[src/rtl/weight_loader.sv]
// weight_loader: write-side sequencer for the layer-1 weight SRAM.
// Accepts a serial stream of weight bytes over valid/ready and turns it into
// pixel/neuron-addressed writes. The neuron address is the inner loop and the
// pixel address is the outer loop. The memory is filled in one pass, and busy
// keeps the read sequencer away while loading.
// Optional feature: define WL_CHECKSUM_EN to build a 24-bit running byte sum
// on the checksum port. Without the macro the port is tied to zero.
module weight_loader #(
    parameter int BIT_NUMBER    = 8,
    parameter int PIXEL_NUMBER  = 784,
    parameter int NEURAL_NUMBER = 20
) (
    input  logic                  clk,
    input  logic                  rst_n,
    input  logic                  start,
    input  logic [BIT_NUMBER-1:0] in_data,
    input  logic                  in_valid,
    output logic                  in_ready,
    output logic [BIT_NUMBER-1:0] mem_datain,
    output logic [9:0]            mem_pixel_addr,
    output logic [4:0]            mem_neural_addr,
    output logic                  mem_wt,
    output logic                  busy,
    output logic                  done,
    output logic [23:0]           checksum
);

    // Last legal counter values. Counters stop here and never run past them.
    localparam logic [9:0] PIX_LAST = 10'(PIXEL_NUMBER - 1);
    localparam logic [4:0] NEU_LAST = 5'(NEURAL_NUMBER - 1);

    typedef enum logic [1:0] {
        S_IDLE  = 2'd0,
        S_LOAD  = 2'd1,
        S_FLUSH = 2'd2,
        S_DONE  = 2'd3
    } state_t;

    state_t                r_state;
    logic [9:0]            r_pix_cnt;
    logic [4:0]            r_neu_cnt;
    logic                  r_in_ready;
    logic [BIT_NUMBER-1:0] r_mem_datain;
    logic [9:0]            r_mem_pixel_addr;
    logic [4:0]            r_mem_neural_addr;
    logic                  r_mem_wt;
    logic                  r_busy;
    logic                  r_done;

    logic w_beat;
    logic w_last_beat;
    logic w_start_accept;

    // A beat is a byte accepted on this edge. in_ready is only high in LOAD.
    assign w_beat         = (r_state == S_LOAD) && r_in_ready && in_valid;
    assign w_last_beat    = (r_pix_cnt == PIX_LAST) && (r_neu_cnt == NEU_LAST);
    assign w_start_accept = (r_state == S_IDLE) && start;

    // Sequencer FSM: state, address counters and all registered outputs.
    always_ff @(posedge clk or negedge rst_n) begin
        if (!rst_n) begin
            r_state           <= S_IDLE;
            r_pix_cnt         <= '0;
            r_neu_cnt         <= '0;
            r_in_ready        <= 1'b0;
            r_mem_datain      <= '0;
            r_mem_pixel_addr  <= '0;
            r_mem_neural_addr <= '0;
            r_mem_wt          <= 1'b0;
            r_busy            <= 1'b0;
            r_done            <= 1'b0;
        end else begin
            // NOTE: every register here is assigned with <=, so the counters and
            // outputs all see their pre-edge values within this block. The two
            // pulse outputs get a default first; everything else holds its value
            // by not being assigned.
            r_mem_wt <= 1'b0;
            r_done   <= 1'b0;

            case (r_state)
                S_IDLE: begin
                    if (w_start_accept) begin
                        r_state    <= S_LOAD;
                        r_pix_cnt  <= '0;
                        r_neu_cnt  <= '0;
                        r_in_ready <= 1'b1;
                        r_busy     <= 1'b1;
                    end
                end

                S_LOAD: begin
                    if (w_beat) begin
                        // The write is presented in the cycle after acceptance.
                        r_mem_datain      <= in_data;
                        r_mem_pixel_addr  <= r_pix_cnt;
                        r_mem_neural_addr <= r_neu_cnt;
                        r_mem_wt          <= 1'b1;
                        if (w_last_beat) begin
                            // Counters stay at their last values. The final
                            // strobe is presented during FLUSH.
                            r_state    <= S_FLUSH;
                            r_in_ready <= 1'b0;
                        end else if (r_neu_cnt == NEU_LAST) begin
                            r_neu_cnt <= '0;
                            r_pix_cnt <= r_pix_cnt + 10'd1;
                        end else begin
                            r_neu_cnt <= r_neu_cnt + 5'd1;
                        end
                    end
                end

                S_FLUSH: begin
                    r_state <= S_DONE;
                    r_done  <= 1'b1;
                end

                S_DONE: begin
                    // A start seen here is dropped; only IDLE samples start.
                    r_state <= S_IDLE;
                    r_busy  <= 1'b0;
                end

                default: begin
                    r_state    <= S_IDLE;
                    r_in_ready <= 1'b0;
                    r_busy     <= 1'b0;
                end
            endcase
        end
    end

`ifdef WL_CHECKSUM_EN
    logic [23:0] r_checksum;

    // Running byte sum. It restarts on each accepted start and holds after done.
    // 15680 * 255 fits in 24 bits, so no saturation is needed.
    always_ff @(posedge clk or negedge rst_n) begin
        if (!rst_n) begin
            r_checksum <= '0;
        end else if (w_start_accept) begin
            r_checksum <= '0;
        end else if (w_beat) begin
            r_checksum <= r_checksum + 24'(in_data);
        end
    end

    assign checksum = r_checksum;
`else
    assign checksum = 24'd0;
`endif

    assign in_ready        = r_in_ready;
    assign mem_datain      = r_mem_datain;
    assign mem_pixel_addr  = r_mem_pixel_addr;
    assign mem_neural_addr = r_mem_neural_addr;
    assign mem_wt          = r_mem_wt;
    assign busy            = r_busy;
    assign done            = r_done;

endmodule

[config.mk]
export PLATFORM = sky130hd
export DESIGN_NAME = weight_loader
export DESIGN_NICKNAME = d
export VERILOG_FILES = /design/src/rtl/weight_loader.sv
export SDC_FILE = /design/constraint.sdc
export NUM_CORES = 1
export LEC_CHECK = 0
export CAP_MARGIN = 15
export CELL_PAD_IN_SITES_DETAIL_PLACEMENT = 0
export CELL_PAD_IN_SITES_GLOBAL_PLACEMENT = 1
export CORE_MARGIN = 2
export CORE_UTILIZATION = 35
export CTS_CLUSTER_DIAMETER = 50
export CTS_CLUSTER_SIZE = 40
export DETAILED_ROUTE_END_ITERATION = 6
export PLACE_DENSITY = 0.79
export SYNTH_ARGS = -nofsm -noshare
export SYNTH_HDL_FRONTEND = slang
export SYNTH_SLANG_ARGS = --single-unit
[constraint.sdc]
create_clock -name clk -period 5.7 [get_ports clk]
set_clock_uncertainty 0.2 [all_clocks]
set_input_delay 1.14 -clock clk [delete_from_list [all_inputs] [get_ports clk]]
set_output_delay 1.14 -clock clk [all_outputs]
set_load 0.1 [all_outputs]
==> metrics.txt, run 1 <==
Reg power frac 0.388; total placed instance area 2690 um2; RR Startpoint r_state[1]$_DFFE_PN0P_; Placement Setup Slack 2.42 ns; slowest stage delay, CP 1.16 ns; Mapped Area 2340 um2; RSZ-0062 raised after global routing false; buffer and inverter count on the worst path 1; required time worst endpoint 4.36 ns; max_cap viols 0; # resized after CTS 0; count of cell types in the netlist 48; met3 WL 238 um; sequential element share of the synthesized area 0.470; max-slew violation count 0; status complete, but fails checks; Port Buf Inserts 38; diode count 0; largest net degree at the start of global routing 45; CP delay by family, top buffers and inverters; I/O pin count 63; Congestion Overflow GR 0; NumNets Final 275; met1 WL 1990 um; share of cells above drive strength 1 0.0895; Synth Instances 217; CTS tree done; DP Wirelength 3120 um; Via Count 1,637; design area 2800 um2; first-pass GRT wire length 7280 um; core area 6420 um2; CTS max path bufs 2; Avg Cell Area, Syn 10.8 um2; Initial Utilization 0.365; Final setup violation count 0; ys flop type dfrtp_1; clock group share of total power 0.238; worst r2r dst r_pix_cnt[3]$_DFFE_PN0P_; CP Cell Sequence clkdlybuf4s50_1; failing checks DRC; Site Rows 29; clock root cell clkbuf_8; cell count of the worst hold path 2; critical path peak fanout 6; post-route DRC violation count 6; GPL Wtd Cong 0.823; Worst path slowest cell clkdlybuf4s50_1; Pint 562 uW; max_slew headroom 0.343; antenna violations before repair 0; Yosys warning total 0; Top Layer Used met4; r2r setup slk 3.19 ns; worst-margin pin slew 0.983 ns; post-CTS setup buffer count 0; TritonRoute pass-1 iters 6; critical path startpoint category flip-flop; filler instances 610; met2 WL post-DR 2050 um; Tcrit/Tclk final 0.570; drt wl/cell 13.0 um; kind of critical path reg -> out; clk sinks 44; number of synthesized flops with an enable pin 0; sw frac 0.429; fmax 308 MHz; # hold bufs at CTS 0; Clock Latency Late Sink 0.30 ns; Hold EP mem_pixel_addr[6]$_DFFE_PN0P_; Detailed Route Iter0 Violations 127; vias per cell 4.90; Tightest Hold Check Type reg -> reg; Final Worst Setup Slack 2.45 ns; Worst Hold Launch mem_pixel_addr[6]$_DFFE_PN0P_; worst vdd ir 0.0000963 V; gr usage total 0.124; Yosys reg bits 44; area growth from synthesis to layout 19.7%; R2R cell count 6; biggest area consumer among synthesized cells dfrtp_1; LEAKAGE 0.00121 uW; total CTS buffers 5; P_sw 423 uW; Die ar. 7360 um2; top post-synthesis cells by area dfrtp_1 (47%), buf_4 (7.7%), mux2_1 (5.8%), ha_1 (3.7%), o21ai_1 (3.0%); H-tree depth 2; Final min period 3.25 ns; combinational power share 0.374; total routed wirelength 4330 um; Final Hold Fails 0; setup_tns 0 ns; antenna-violating nets left 0; overall power 985 uW; async set-or-reset flop fraction in the synthesized netlist 1.00; Worst EP arrival 1.91 ns; Critical Path End Type output pin; vias in the first global route 1,591; Die H 85.8 um; Die W 85.8 um; power per standard cell area 351 nW/um2; Worst-path clk slew 0.08 ns; top cell type's share of synthesized area 0.470
## layout make-up
class / count / area (um2) / share of cell area
Clock buffer: 6 / 72.6 / 0.0259
Clock inverter: 2 / 35.0 / 0.0125
Inverter: 14 / 52.6 / 0.0188
Multi-Input combinational cell: 152 / 1060 / 0.379
Sequential cell: 44 / 1100 / 0.393
Tap cell: 77 / 96.3 / 0.0344
Timing Repair Buffer: 39 / 383 / 0.137
## worst max-delay path by stage
stage | start | endpoint | cells after the start
3_3_place_gp | start | r_pix_cnt[6]$_DFFE_PN0P_ | 5
3_5_place_dp | start | r_pix_cnt[3]$_DFFE_PN0P_ | 5
6_report | in_ready$_DFFE_PN0P_ | in_ready | 1
5_1_grt | in_ready$_DFFE_PN0P_ | in_ready | 1
2_1_floorplan | start | r_pix_cnt[3]$_DFFE_PN0P_ | 5
4_1_cts | in_ready$_DFFE_PN0P_ | in_ready | 1
## cell usage after synthesis, drive strengths merged (2+ instances only)
library cell and n:
clkbuf 3, a21oi 3, nor4 5, nand4 3, nand2 18, ha 7, o31a 2, nand2b 4
nor2 5, mux2 15, o211ai 4, a21o 2, mux2i 3, inv 14, nor3 4, xor2 2
o2bb2ai 3, nand3 13, o221ai 5, nand4bb 2, o21ai 16, dfrtp 44, or4 2, buf 27
## cell usage in the layout, fill, tap and decap left out, types with 4 or more instances in the layout
cell,instances
nand2_1,17
mux2_1,12
clkdlybuf4s50_1,37
ha_1,7
nor2_1,5
inv_1,13
o211ai_1,4
dfrtp_1,44
clkbuf_8,5
nand3_1,13
nand2b_1,4
o21ai_1,14
conb_1,24
## cell families after synthesis
| group | Yosys count | synth area share |
|---|---|---|
| and+or+nand+nor | 64 | 0.175 |
| DFF | 44 | 0.470 |
| buffers and inverters | 44 | 0.113 |
| AOI/OAI and AO/OA | 37 | 0.110 |
| muxes | 18 | 0.0850 |
| adders and majority gates | 7 | 0.0374 |
| xor gates and xnor gates | 2 | 0.00748 |
| other | 1 | 0.00160 |
## state kept, by name, summed over array words and instances (netlist names)
signal and cells:
busy 1, done 1, in_ready 1, mem_datain 8, mem_neural_addr 5, mem_pixel_addr 10, mem_wt 1, r_neu_cnt 5
r_pix_cnt 10, r_state 2
## routing by layer
metal	global-route usage	up-vias
li1	-	801
met3	0.0346	6
met2	0.207	45
met1	0.155	785
met5	0	-
met4	0.0462	0
## per-stage QoR
stage / hold WS, ns / util / instances
detailed placement: 0.275 / 0.419 / 326
global placement: 0.269 / 0.419 / 326
CTS: 0.294 / 0.436 / 334
global route: 0.319 / 0.436 / 334
finish: 0.288 / 0.436 / 334
floorplan: 0.312 / - / 240
## power by group through the flow
| stage | combinational, uW | sequential (uW) | clock (uW) |
|---|---|---|---|
| 2_1_floorplan | 138 | 554 | 0 |
| 3_3_place_gp | 369 | 386 | 0 |
| 3_5_place_dp | 371 | 389 | 0 |
| 4_1_cts | 371 | 383 | 241 |
| 5_1_grt | 384 | 389 | 254 |
| 6_report | 369 | 382 | 234 |
(Power assumes the default switching activity.)
==> run 2, diff against run 1 <==
clock period = 3.15 ns   (was 5.7 ns; I/O delays follow)
==> metrics.txt, run 2 (synthesis gave the netlist of run 1 again) <==
Final setup violation count 0 (unchanged); P_sw 767 uW (was 423 uW); vias per cell 4.95 (was 4.90); worst vdd ir 0.000218 V (was 0.0000963 V); max_slew headroom 0.351 (was 0.343); I/O pin count 63 (unchanged); RSZ-0062 raised after global routing false (unchanged); CTS tree done (unchanged); status complete, but fails checks (unchanged); # resized after CTS 0 (unchanged); antenna violations before repair 0 (unchanged); first-pass GRT wire length 7170 um (was 7280 um); combinational power share 0.364 (was 0.374); NumNets Final 276 (was 275); Die ar. 7360 um2 (unchanged); total routed wirelength 4270 um (was 4330 um); Clock Latency Late Sink 0.29 ns (was 0.30 ns); CP Cell Sequence inv_1 > ha_1 > inv_2 > nor4_4 > nand2_4 > o221ai_2 (was clkdlybuf4s50_1); post-CTS setup buffer count 0 (unchanged); Tcrit/Tclk final 0.745; FF+latch area 1100 um2 (unchanged); antenna-violating nets left 0 (unchanged); worst hold slack 0.288 ns (about the same); Initial Utilization 0.365 (unchanged); Site Rows 29 (unchanged); largest net degree at the start of global routing 45 (unchanged); vias in the first global route 1,490 (was 1,591); clock root cell clkbuf_8 (unchanged); most common cell after layout, fill and taps aside dfrtp_1 (unchanged); fmax 426 MHz; required time worst endpoint 3.16 ns (was 4.36 ns); drt wl/cell 12.7 um (was 13.0 um); max-slew violation count 0 (unchanged); clk sinks 44 (unchanged); diode count 0 (unchanged); Critical Path End Type flip-flop (was output pin); sw frac 0.428 (was 0.429); DP Wirelength 3150 um (was 3120 um); H-tree depth 2 (unchanged); TritonRoute pass-1 iters 7 (was 6); Via Count 1,658 (was 1,637); power per standard cell area 651 nW/um2 (was 351 nW/um2); gr usage total 0.122 (was 0.124); critical path peak fanout 12 (was 6); overall power 1790 uW (was 985 uW); buffer and inverter count on the worst path 2 (was 1); most frequent cells in the layout dfrtp_1 (44), buf_4 (29), conb_1 (24), nand2_1 (17), o21ai_1 (14) (was dfrtp_1 (44), clkdlybuf4s50_1 (37), conb_1 (24), nand2_1 (17), o21ai_1 (14)); core area 6420 um2 (unchanged); non-filler instance count after layout 335 (was 334); Final Hold Fails 0 (unchanged); CTS max path bufs 2 (unchanged); setup_tns 0 ns (unchanged); # hold bufs at CTS 0 (unchanged); CP delay by family, top simple AND/OR/NAND/NOR gates (was buffers and inverters); Multi-input gate area 1060 um2 (unchanged); Port Buf Inserts 38 (unchanged); Worst path slowest cell nor4_4 (was clkdlybuf4s50_1); kind of critical path reg -> reg (was reg -> out); Worst EP arrival 2.36 ns (was 1.91 ns); max_cap viols 0 (unchanged); post-placement cell count 327 (was 326); worst-margin pin slew 0.974 ns (was 0.983 ns); share of cells above drive strength 1 0.202 (was 0.0895); Detailed Route Iter0 Violations 92 (was 127); Die W 85.8 um (unchanged); total CTS buffers 5 (unchanged); post-route DRC violation count 6 (unchanged); Final min period 2.35 ns; Congestion Overflow GR 0 (unchanged); Worst-path clk slew 0.08 ns (about the same); post-layout util 0.429 (was 0.436); Reg power frac 0.385 (was 0.388); Die H 85.8 um (unchanged); LEAKAGE 0.00126 uW (was 0.00121 uW); failing checks DRC (unchanged); clock group share of total power 0.251 (was 0.238); Pint 1030 uW (was 562 uW); area growth from synthesis to layout 17.7% (was 19.7%); critical path startpoint category flip-flop (unchanged); filler instances 615 (was 610); slowest stage delay, CP 0.62 ns (was 1.16 ns); GPL Wtd Cong 0.846 (was 0.823); Tightest Hold Check Type in -> async (was reg -> reg)
[run 2: cell count changes in the layout (fill, tap and decap cells not counted)]
cell and change:
buf_4 +28, clkbuf_1 -1, clkbuf_8 +1, clkdlybuf4s50_1 -27
clkinv_2 -1, clkinv_4 +1
[run 2: worst register-to-register path: stages (launching register included)]
cell	delay (ns)
dfrtp_1	0.42
inv_1	0.12
ha_1	0.44
inv_2	0.14
nor4_4	0.62
nand2_4	0.15
o221ai_2	0.19
[run 2: worst paths after layout]
| check | from | slack, ns | end | cells past startpoint |
|---|---|---|---|---|
| max | r_state[1]$_DFFE_PN0P_ | 0.80 | r_pix_cnt[6]$_DFFE_PN0P_ | 6 |
| min reg2reg | mem_pixel_addr[9]$_DFFE_PN0P_ | 0.29 | mem_pixel_addr[9]$_DFFE_PN0P_ | 2 |
| max in group asynchronous | rst_n | 1.86 | r_pix_cnt[3]$_DFFE_PN0P_ | 1 |
| min | rst_n | 0.29 | mem_neural_addr[4]$_DFFE_PN0P_ | 1 |
| min in group clk | mem_pixel_addr[9]$_DFFE_PN0P_ | 0.29 | mem_pixel_addr[9]$_DFFE_PN0P_ | 2 |
| max reg2reg | r_state[1]$_DFFE_PN0P_ | 0.80 | r_pix_cnt[6]$_DFFE_PN0P_ | 6 |
[run 2: power groups by stage]
stage	clock (uW)	sequential, uW	combinational, uW
after floorplan	0	1000	250
after global placement	0	699	653
after detailed placement	0	704	654
after CTS	465	692	655
after global routing	493	704	679
final	450	690	652
[run 2: area by class of cell]
cell class / count / area share
Timing Repair Buffer: 40 / 0.117
Tap cell: 77 / 0.0350
Inverter: 14 / 0.0191
Multi-Input combinational cell: 152 / 0.385
Sequential cell: 44 / 0.400
Clock buffer: 6 / 0.0300
Clock inverter: 2 / 0.0141
[run 2: through the flow]
step	setup slack (ns)	instance area, um2
after floorplan	0.734	2430
after global placement	0.639	2630
after detailed placement	0.618	2630
after CTS	0.795	2760
after global routing	0.628	2760
final	0.803	2760
[run 2: layer usage]
metal / global-route usage / wire (um)
met1: 0.160 / 1850
met2: 0.198 / 2060
met3: 0.0356 / 320
met4: 0.0346 / 41
met5: 0 / 0
==> run 3, diff against run 2 <==
clock period = 2.35 ns   (was 3.15 ns; I/O delays follow)
==> metrics.txt, run 3 (synthesis gave the netlist of run 1 again) <==
status complete, but fails checks (unchanged); failing checks DRC (unchanged); worst vdd ir 0.000269 V (was 0.000218 V); sw frac 0.436 (was 0.428); most frequent cells in the layout dfrtp_1 (43), buf_4 (36), conb_1 (24), nand2_1 (17), o21ai_1 (14) (was dfrtp_1 (44), buf_4 (29), conb_1 (24), nand2_1 (17), o21ai_1 (14)); NumNets Final 285 (was 276); clock group share of total power 0.248 (was 0.251); met3 WL 244 um (was 320 um); Initial Utilization 0.365 (unchanged); vias in the first global route 1,544 (was 1,490); clock root cell clkbuf_8 (unchanged); max_slew headroom 0.618 (was 0.351); power per standard cell area 847 nW/um2 (was 651 nW/um2); combinational power share 0.367 (was 0.364); Worst path slowest cell dfrtp_1 (was nor4_4); P_sw 1050 uW (was 767 uW); post-placement cell count 334 (was 327); drt wl/cell 12.4 um (was 12.7 um); Critical Path End Type flip-flop (unchanged); Site Rows 29 (unchanged); I/O pin count 63 (unchanged); Clock Latency Late Sink 0.29 ns (about the same); Die W 85.8 um (unchanged); CP Cell Sequence inv_1 > ha_1 > a21boi_1 > buf_4 > nor4_1 > nor4b_1 > mux2i_1 (was inv_1 > ha_1 > inv_2 > nor4_4 > nand2_4 > o221ai_2); antenna violations before repair 0 (unchanged); worst-margin pin slew 0.573 ns (was 0.974 ns); met2 WL post-DR 1990 um (was 2060 um); fmax 468 MHz (was 426 MHz); LEAKAGE 0.00130 uW (was 0.00126 uW); total placed instance area 2700 um2 (was 2630 um2); antenna-violating nets left 0 (unchanged); total routed wirelength 4250 um (was 4270 um); RSZ-0062 raised after global routing false (unchanged); slowest stage delay, CP 0.40 ns (was 0.62 ns); Final Hold Fails 0 (unchanged); overall power 2400 uW (was 1790 uW); diode count 0 (unchanged); critical path startpoint category flip-flop (unchanged); TritonRoute pass-1 iters 7 (unchanged); Top Layer Used met4 (unchanged); Congestion Overflow GR 0 (unchanged); Die H 85.8 um (unchanged); total CTS buffers 5 (unchanged); clk sinks 44 (unchanged); Detailed Route Iter0 Violations 77 (was 92); first-pass GRT wire length 7020 um (was 7170 um); Tcrit/Tclk final 0.909 (was 0.745); met1 WL 1960 um (was 1850 um); gr usage total 0.118 (was 0.122); Pint 1360 uW (was 1030 uW); largest net degree at the start of global routing 34 (was 45); design area 2840 um2 (was 2760 um2); Port Buf Inserts 38 (unchanged); H-tree depth 2 (unchanged); Final setup violation count 0 (unchanged); Tightest Hold Check Type reg -> reg (was in -> async); share of cells above drive strength 1 0.228 (was 0.202); core area 6420 um2 (unchanged); filler instances 622 (was 615); most common cell after layout, fill and taps aside dfrtp_1 (unchanged); CTS max path bufs 2 (unchanged); max-slew violation count 0 (unchanged); Reg power frac 0.386 (was 0.385); GPL Wtd Cong 0.817 (was 0.846); CTS tree done (unchanged); CP delay by family, top simple AND/OR/NAND/NOR gates (unchanged); Die ar. 7360 um2 (unchanged); Final Worst Setup Slack 0.214 ns (was 0.803 ns); kind of critical path reg -> reg (unchanged); non-filler instance count after layout 344 (was 335); critical path peak fanout 4 (was 12); area growth from synthesis to layout 21.3% (was 17.7%); buffer and inverter count on the worst path 2 (unchanged); max_cap viols 0 (unchanged); Final min period 2.14 ns (was 2.35 ns); DP Wirelength 3140 um (was 3150 um); post-route DRC violation count 6 (unchanged); required time worst endpoint 2.37 ns (was 3.16 ns); Via Count 1,662 (was 1,658); Placement Setup Slack -0.128 ns (was 0.618 ns); Worst-path clk slew 0.09 ns (was 0.08 ns); Worst EP arrival 2.16 ns (was 2.36 ns); vias per cell 4.83 (was 4.95)
## run 3: cell count changes in the layout (fill, tap and decap cells not counted), sizes merged
| cell | delta |
|---|---|
| inv | +1 |
| dlygate4sd3 | +1 |
| clkinv | -1 |
| clkbuf | -1 |
| buf | +8 |
| clkinvlp | +1 |
## run 3: through the flow
step                hold WS (ns)  setup TNS, ns   util
floorplan                -0.0256              0      -
global route               0.311              0  0.442
detailed placement         0.278         -0.682  0.420
global placement           0.271         -0.451  0.420
finish                     0.292              0  0.442
CTS                        0.299              0  0.440
## run 3: worst paths after layout
check | from | endpoint | slack, ns | depth (start not counted)
worst max-delay path | r_state[1]$_DFFE_PN0P_ | r_pix_cnt[7]$_DFFE_PN0P_ | 0.21 | 7
worst min-delay path | mem_pixel_addr[5]$_DFFE_PN0P_ | mem_pixel_addr[5]$_DFFE_PN0P_ | 0.29 | 2
worst max register to register | r_state[1]$_DFFE_PN0P_ | r_pix_cnt[7]$_DFFE_PN0P_ | 0.21 | 7
worst min register to register | mem_pixel_addr[5]$_DFFE_PN0P_ | mem_pixel_addr[5]$_DFFE_PN0P_ | 0.29 | 2
max in group asynchronous | rst_n | r_pix_cnt[8]$_DFFE_PN0P_ | 0.78 | 3
min in group asynchronous | rst_n | busy$_DFFE_PN0P_ | 0.50 | 2
## run 3: power by group through the flow
stage / clock network, uW / logic (uW) / registers, uW
after floorplan: 0 / 335 / 1340
after global placement: 0 / 880 / 938
after detailed placement: 0 / 883 / 944
after CTS: 609 / 885 / 927
after global routing: 641 / 914 / 943
final: 596 / 881 / 927
## run 3: tightest hold or removal path, stage by stage, from the launching register on
cell,delay (ns)
dfrtp_1,0.35
nand2_1,0.05
o21ai_1,0.06
## run 3: layer usage
| layer | track usage | vias up |
|---|---|---|
| met2 | 0.191 | 45 |
| li1 | - | 818 |
| met5 | 0 | - |
| met3 | 0.0308 | 5 |
| met1 | 0.155 | 794 |
| met4 | 0.0346 | 0 |
## run 3: layout make-up
class,count,area (um2),share of cell area
well taps,77,96.3,0.0339
flip-flops and latches,44,1100,0.388
inverters,14,52.6,0.0185
multi-input cells,152,1070,0.376
clock buffers,5,68.8,0.0242
repair buffers,49,405,0.143
clock inverters,3,46.3,0.0163
## run 3: timing repair
item / 4_1_cts / 5_1_grt
hold endpoints to repair: 24 / 0
gates resized for setup: 0 / 1
buffers inserted: 0 / 1
hold buffers: 1 / 0
setup endpoints to repair: 0 / 9
==> patch 1: new RTL, flow settings as in run 3 <==
Encoding of `state_t`: now Gray code (2 bits for 4 states).
--- a/src/rtl/weight_loader.sv
+++ b/src/rtl/weight_loader.sv
@@ -30,10 +30,10 @@
     localparam logic [4:0] NEU_LAST = 5'(NEURAL_NUMBER - 1);
 
     typedef enum logic [1:0] {
-        S_IDLE  = 2'd0,
-        S_LOAD  = 2'd1,
-        S_FLUSH = 2'd2,
-        S_DONE  = 2'd3
+        S_IDLE  = 2'b00,
+        S_LOAD  = 2'b01,
+        S_FLUSH = 2'b11,
+        S_DONE  = 2'b10
     } state_t;
 
     state_t                r_state;
Function: same outputs for any inputs over 10 cycles, from zero or initial values and one cycle with rst_n low; not proved beyond that.
==> patch 1 against run 3 <==
Highest routed layer unchanged. Setup slack got worse by 0.00063 ns. Sequential cell count is the same. Worst hold slack worse by 0.013 ns. Die area decreased by 8.1%. Global-route usage is 2.4 points higher. Clock power increased by 2%. Routed wire length increased by 4.2%. First-iteration DRC count rose by 34%. Via count is 1.1% higher. Synthesized area down 8.5%. Total power grew 7.8%. Design area shrank 6.2%.
==> patch 1: results (changes against run 3) <==
{
  "cts_setup_buffers": {"value": 0, "change": "unchanged"},
  "iteration_count_of_the_initial_detailed_routing_pass": {"value": 4, "change": "-3"},
  "post_synth_num_cell_types": {"value": 41, "change": "-15%"},
  "grt_pass1_wl": {"value": 7.231, "unit": "mm", "change": "+3.0%"},
  "reg2reg_to": "r_neu_cnt[4]",
  "synth_top_cells_by_area": "sky130_fd_sc_hd__dfrtp_1 (51%), sky130_fd_sc_hd__nand2_1 (13%), sky130_fd_sc_hd__buf_4 (8.4%), sky130_fd_sc_hd__o21ai_0 (1.9%), sky130_fd_sc_hd__nor2_1 (1.6%)",
  "rr_startpoint": "r_neu_cnt[0]",
  "worst_reg2reg_setup_slack": {"value": 0.21, "unit": "ns", "change": "about the same"},
  "synth_fa_ha_area_frac": {"value": 0.01168, "change": "-0.02573"},
  "worst_path_largest_cell_delay": {"value": 0.44, "unit": "ns", "change": "+0.04 ns"},
  "worstMarginPinSlew": {"value": 0.6510, "unit": "ns", "change": "+0.07795 ns"},
  "compound_gate_fraction_of_synth_area": {"value": 0.08879, "change": "-0.02132"},
  "clock_path_buffers": {"value": 2, "change": "unchanged"},
  "grt_max_degree": {"value": 26, "change": "-24%"},
  "hpwlAfterDp": {"value": 3.242, "unit": "mm", "change": "+3.2%"},
  "fill_cells": {"value": 608, "change": "-2.3%"},
  "route.vias.total": {"value": 1680, "change": "+1.1%"},
  "place_congestion": {"value": 0.8587, "change": "+5.1%"},
  "seq_area_frac_synth": {"value": 0.5140, "change": "+0.04368"},
  "place_ws": {"value": -0.09487, "unit": "ns", "change": "+0.03358 ns"},
  "p_leak": {"value": 1.340, "unit": "nW", "change": "+3.4%"},
  "post_route_cells_drive_above_1_share": {"value": 0.1895, "change": "-0.03899"},
  "numPlacedInstances": {"value": 351, "change": "+5.1%"},
  "grt.total_usage": {"value": 0.1413, "change": "+0.02359"},
  "ys_top_cells_by_count": "sky130_fd_sc_hd__nand2_1 (77), sky130_fd_sc_hd__dfrtp_1 (44), sky130_fd_sc_hd__buf_4 (24)",
  "grt_pass1_vias": {"value": 1546, "change": "+0.13%"},
  "synth.mux.area_fraction": {"value": 0.009346, "change": "-0.07564"},
  "vdd.ir_drop.worst": {"value": 0.5465, "unit": "mV", "change": "+100%"},
  "post_synth_xor_area_fraction": {"value": 0.01227, "change": "+0.004784"},
  "wl": {"value": 4.429, "unit": "mm", "change": "+4.2%"},
  "instances_no_fill": {"value": 360, "change": "+4.7%"},
  "run_status": "finished, final reports clean",
  "critical_path_arrival": {"value": 2.13, "unit": "ns", "change": "-0.03 ns"},
  "clkTransAtPathRegs_ns": 0.08,
  "synth_cells": {"value": 232, "change": "+6.9%"},
  "post_dp_cell_area": {"value": 0.002532, "unit": "mm2", "change": "-6.2%"},
  "top_family_by_delay_on_critical_path": "simple AND/OR/NAND/NOR gates",
  "finish.net_count": {"value": 298, "change": "+4.6%"},
  "cp_max_fo": {"value": 8, "change": "+4"},
  "fin_worst_hold_slack": {"value": 0.2787, "unit": "ns", "change": "-0.01293 ns"},
  "first_iter_violations": {"value": 103, "change": "+34%"}
}
-- patch 1: cell types whose count changed after synthesis, sizes merged, moves of 3 or more --
cell     change
nand4        -3
inv         -11
nand2       +59
o31ai        +4
nor2         +4
ha           -5
o2bb2ai      -3
o21ai        -8
nand3        -8
o211ai       -3
a21oi        +3
o221ai       -5
mux2        -15
-- patch 1: logic make-up (layout without fill, tap and decap cells) --
family	after synthesis	count (layout)
buffers and inverters	35	65
muxes	2	2
and+or+nand+nor	116	116
DFF	44	44
adders and majority gates	2	2
AOI/OAI and AO/OA	29	29
other	1	24
xor gates and xnor gates	3	3
-- patch 1: final cells by class --
| cell class | count | area share |
|---|---|---|
| Clock inverter | 2 | 0.01456 |
| Inverter | 4 | 0.005636 |
| Multi-Input combinational cell | 176 | 0.3363 |
| Sequential cell | 44 | 0.4138 |
| Timing Repair Buffer | 53 | 0.1635 |
| Tap cell | 75 | 0.03523 |
| Clock buffer | 6 | 0.03100 |
-- patch 1: worst max path at each step --
stage	slack, ns	to
2_1_floorplan	0.12	r_pix_cnt[3]
3_3_place_gp	-0.07	r_pix_cnt[6]
3_5_place_dp	-0.09	r_pix_cnt[6]
4_1_cts	0.19	r_pix_cnt[6]
5_1_grt	0.07	r_pix_cnt[6]
6_report	0.21	r_neu_cnt[4]
-- patch 1: metal layers --
layer,part of all wire,global-route usage,vias to the layer above
li1,-,-,835
met5,0,0,-
met2,0.46,0.2234,47
met3,0.048,0.01957,7
met4,0.020,0.06833,0
met1,0.47,0.1904,791
-- patch 1: report_power, final --
part	total [mW]	internal [mW]	switching [mW]
registers	0.960	0.871	0.0889
logic	1.02	0.203	0.822
clock network	0.607	0.348	0.259
==> patch 2: new RTL, settings of run 3 <==
Made on the original files. Add a define of `WL_CHECKSUM_EN`.
--- a/src/rtl/weight_loader.sv
+++ b/src/rtl/weight_loader.sv
@@ -5,6 +5,8 @@
 // keeps the read sequencer away while loading.
 // Optional feature: define WL_CHECKSUM_EN to build a 24-bit running byte sum
 // on the checksum port. Without the macro the port is tied to zero.
+`define WL_CHECKSUM_EN
+
 module weight_loader #(
     parameter int BIT_NUMBER    = 8,
     parameter int PIXEL_NUMBER  = 784,
Function: changed (a bounded check fails within 4 cycles, from zero or initial values and one cycle with rst_n low).
==> patch 2 against run 3 <==
Utilization is 5.3 points higher. Critical endpoint is now checksum[23]. First-iteration DRC count is 68% higher. Critical path type is now input port to flip-flop. Routed wire length is 110% higher. Synthesized area is 51% higher. Setup slack worse by 0.12 ns. Clock power is 58% higher. Sequential power is 26% higher. Combinational power is 90% lower. Design area is 70% higher. Non-clock buffer count is 54 higher. Synthesized cell count is 73% higher. Highest routed layer unchanged. Sequential cell count is 24 higher. Total power is 8.5% lower.
==> patch 2: results (changes against run 3) <==
{
  "run_status": "finished, final reports clean",
  "clock_sink_count": {"value": 68, "change": "+55%"},
  "fill_cells": {"value": 931, "change": "+50%"},
  "clkTransAtPathRegs": {"value": 0.07, "unit": "ns", "change": "-0.02 ns"},
  "vdd.ir_drop.worst": {"value": 0.2117, "unit": "mV", "change": "-21%"},
  "synth_fa_ha_area_frac": {"value": 0.05518, "change": "+0.01777"},
  "numCtsBuffers": {"value": 9, "change": "+4"},
  "endpoint": "checksum[23]",
  "fin_worst_hold_slack": {"value": 0.2567, "unit": "ns", "change": "-0.03488 ns"},
  "synth_top_cells_by_area": "sky130_fd_sc_hd__dfrtp_1 (48%), sky130_fd_sc_hd__nand2_1 (9.6%), sky130_fd_sc_hd__ha_1 (5.0%), sky130_fd_sc_hd__nor2_1 (3.3%), sky130_fd_sc_hd__xor2_1 (3.2%)",
  "grt_max_degree": {"value": 69, "change": "+100%"},
  "cellPowerDensity": {"value": 454.8, "unit": "mW/mm2", "change": "-46%"},
  "worst_path_largest_cell_delay": {"value": 0.48, "unit": "ns", "change": "+0.08 ns"},
  "worstHoldEndpoint": "mem_datain[7]",
  "fraction_of_standard_cell_area_that_is_sequential": {"value": 0.3611, "change": "-0.02718"},
  "finish.net_count": {"value": 504, "change": "+77%"},
  "hold_path.startpoint": "in_data[7]",
  "worstRegToRegCells": {"value": 5, "change": "-2"},
  "post_synth_xor_area_fraction": {"value": 0.05447, "change": "+0.04699"},
  "layout.buffer.nonclock.area_share": {"value": 0.1707, "change": "+0.02792"},
  "power_frac_seq": {"value": 0.531, "change": "+0.145"},
  "switching_power": {"value": 0.5053, "unit": "mW", "change": "-52%"},
  "layout.comb_gates.multi_input": {"value": 288, "change": "+89%"},
  "synth_cells": {"value": 375, "change": "+73%"},
  "worst_hold_path_type": "input port to flip-flop",
  "place_ws": {"value": -0.3605, "unit": "ns", "change": "-0.2321 ns"},
  "hold_depth": {"value": 3, "change": "+1"},
  "post_dp_cell_area": {"value": 0.004592, "unit": "mm2", "change": "+70%"},
  "post_route_cells_drive_above_1_share": {"value": 0.3195, "change": "+0.09104"},
  "reg2reg_to": "r_pix_cnt[5]",
  "iteration_count_of_the_initial_detailed_routing_pass": {"value": 4, "change": "-3"},
  "crit_path_top_delay_cell": "sky130_fd_sc_hd__clkdlybuf4s50_1",
  "multi_input_combinational_area_share": {"value": 0.3903, "change": "+0.01439"}
}
patch 2: changes by cell type after synthesis, moves of 9 or more:
cell / delta
sky130_fd_sc_hd__o21ai_1: -12
sky130_fd_sc_hd__buf_4: -23
sky130_fd_sc_hd__nor2_1: +26
sky130_fd_sc_hd__mux2_1: -12
sky130_fd_sc_hd__o21ai_0: +16
sky130_fd_sc_hd__xor2_1: +11
sky130_fd_sc_hd__nand2_1: +73
sky130_fd_sc_hd__xnor2_1: +9
sky130_fd_sc_hd__a21oi_1: +19
sky130_fd_sc_hd__dfrtp_1: +24
patch 2: tightest hold or removal path: stages:
cell and delay, ns:
sky130_fd_sc_hd__dlymetal6s2s_1 0.17, sky130_fd_sc_hd__nand2_1 0.08, sky130_fd_sc_hd__nand2_1 0.04
patch 2: per-layer routing:
layer  vias up  routed length [um]  global-route usage  part of all wire
met3         6                 380             0.04429             0.043
met1      1506                4162              0.2259              0.47
met5         -                   0                   0                 0
met4         0                  61             0.05019            0.0068
li1       1504                   -                   -                 -
met2        66                4318              0.2750              0.48
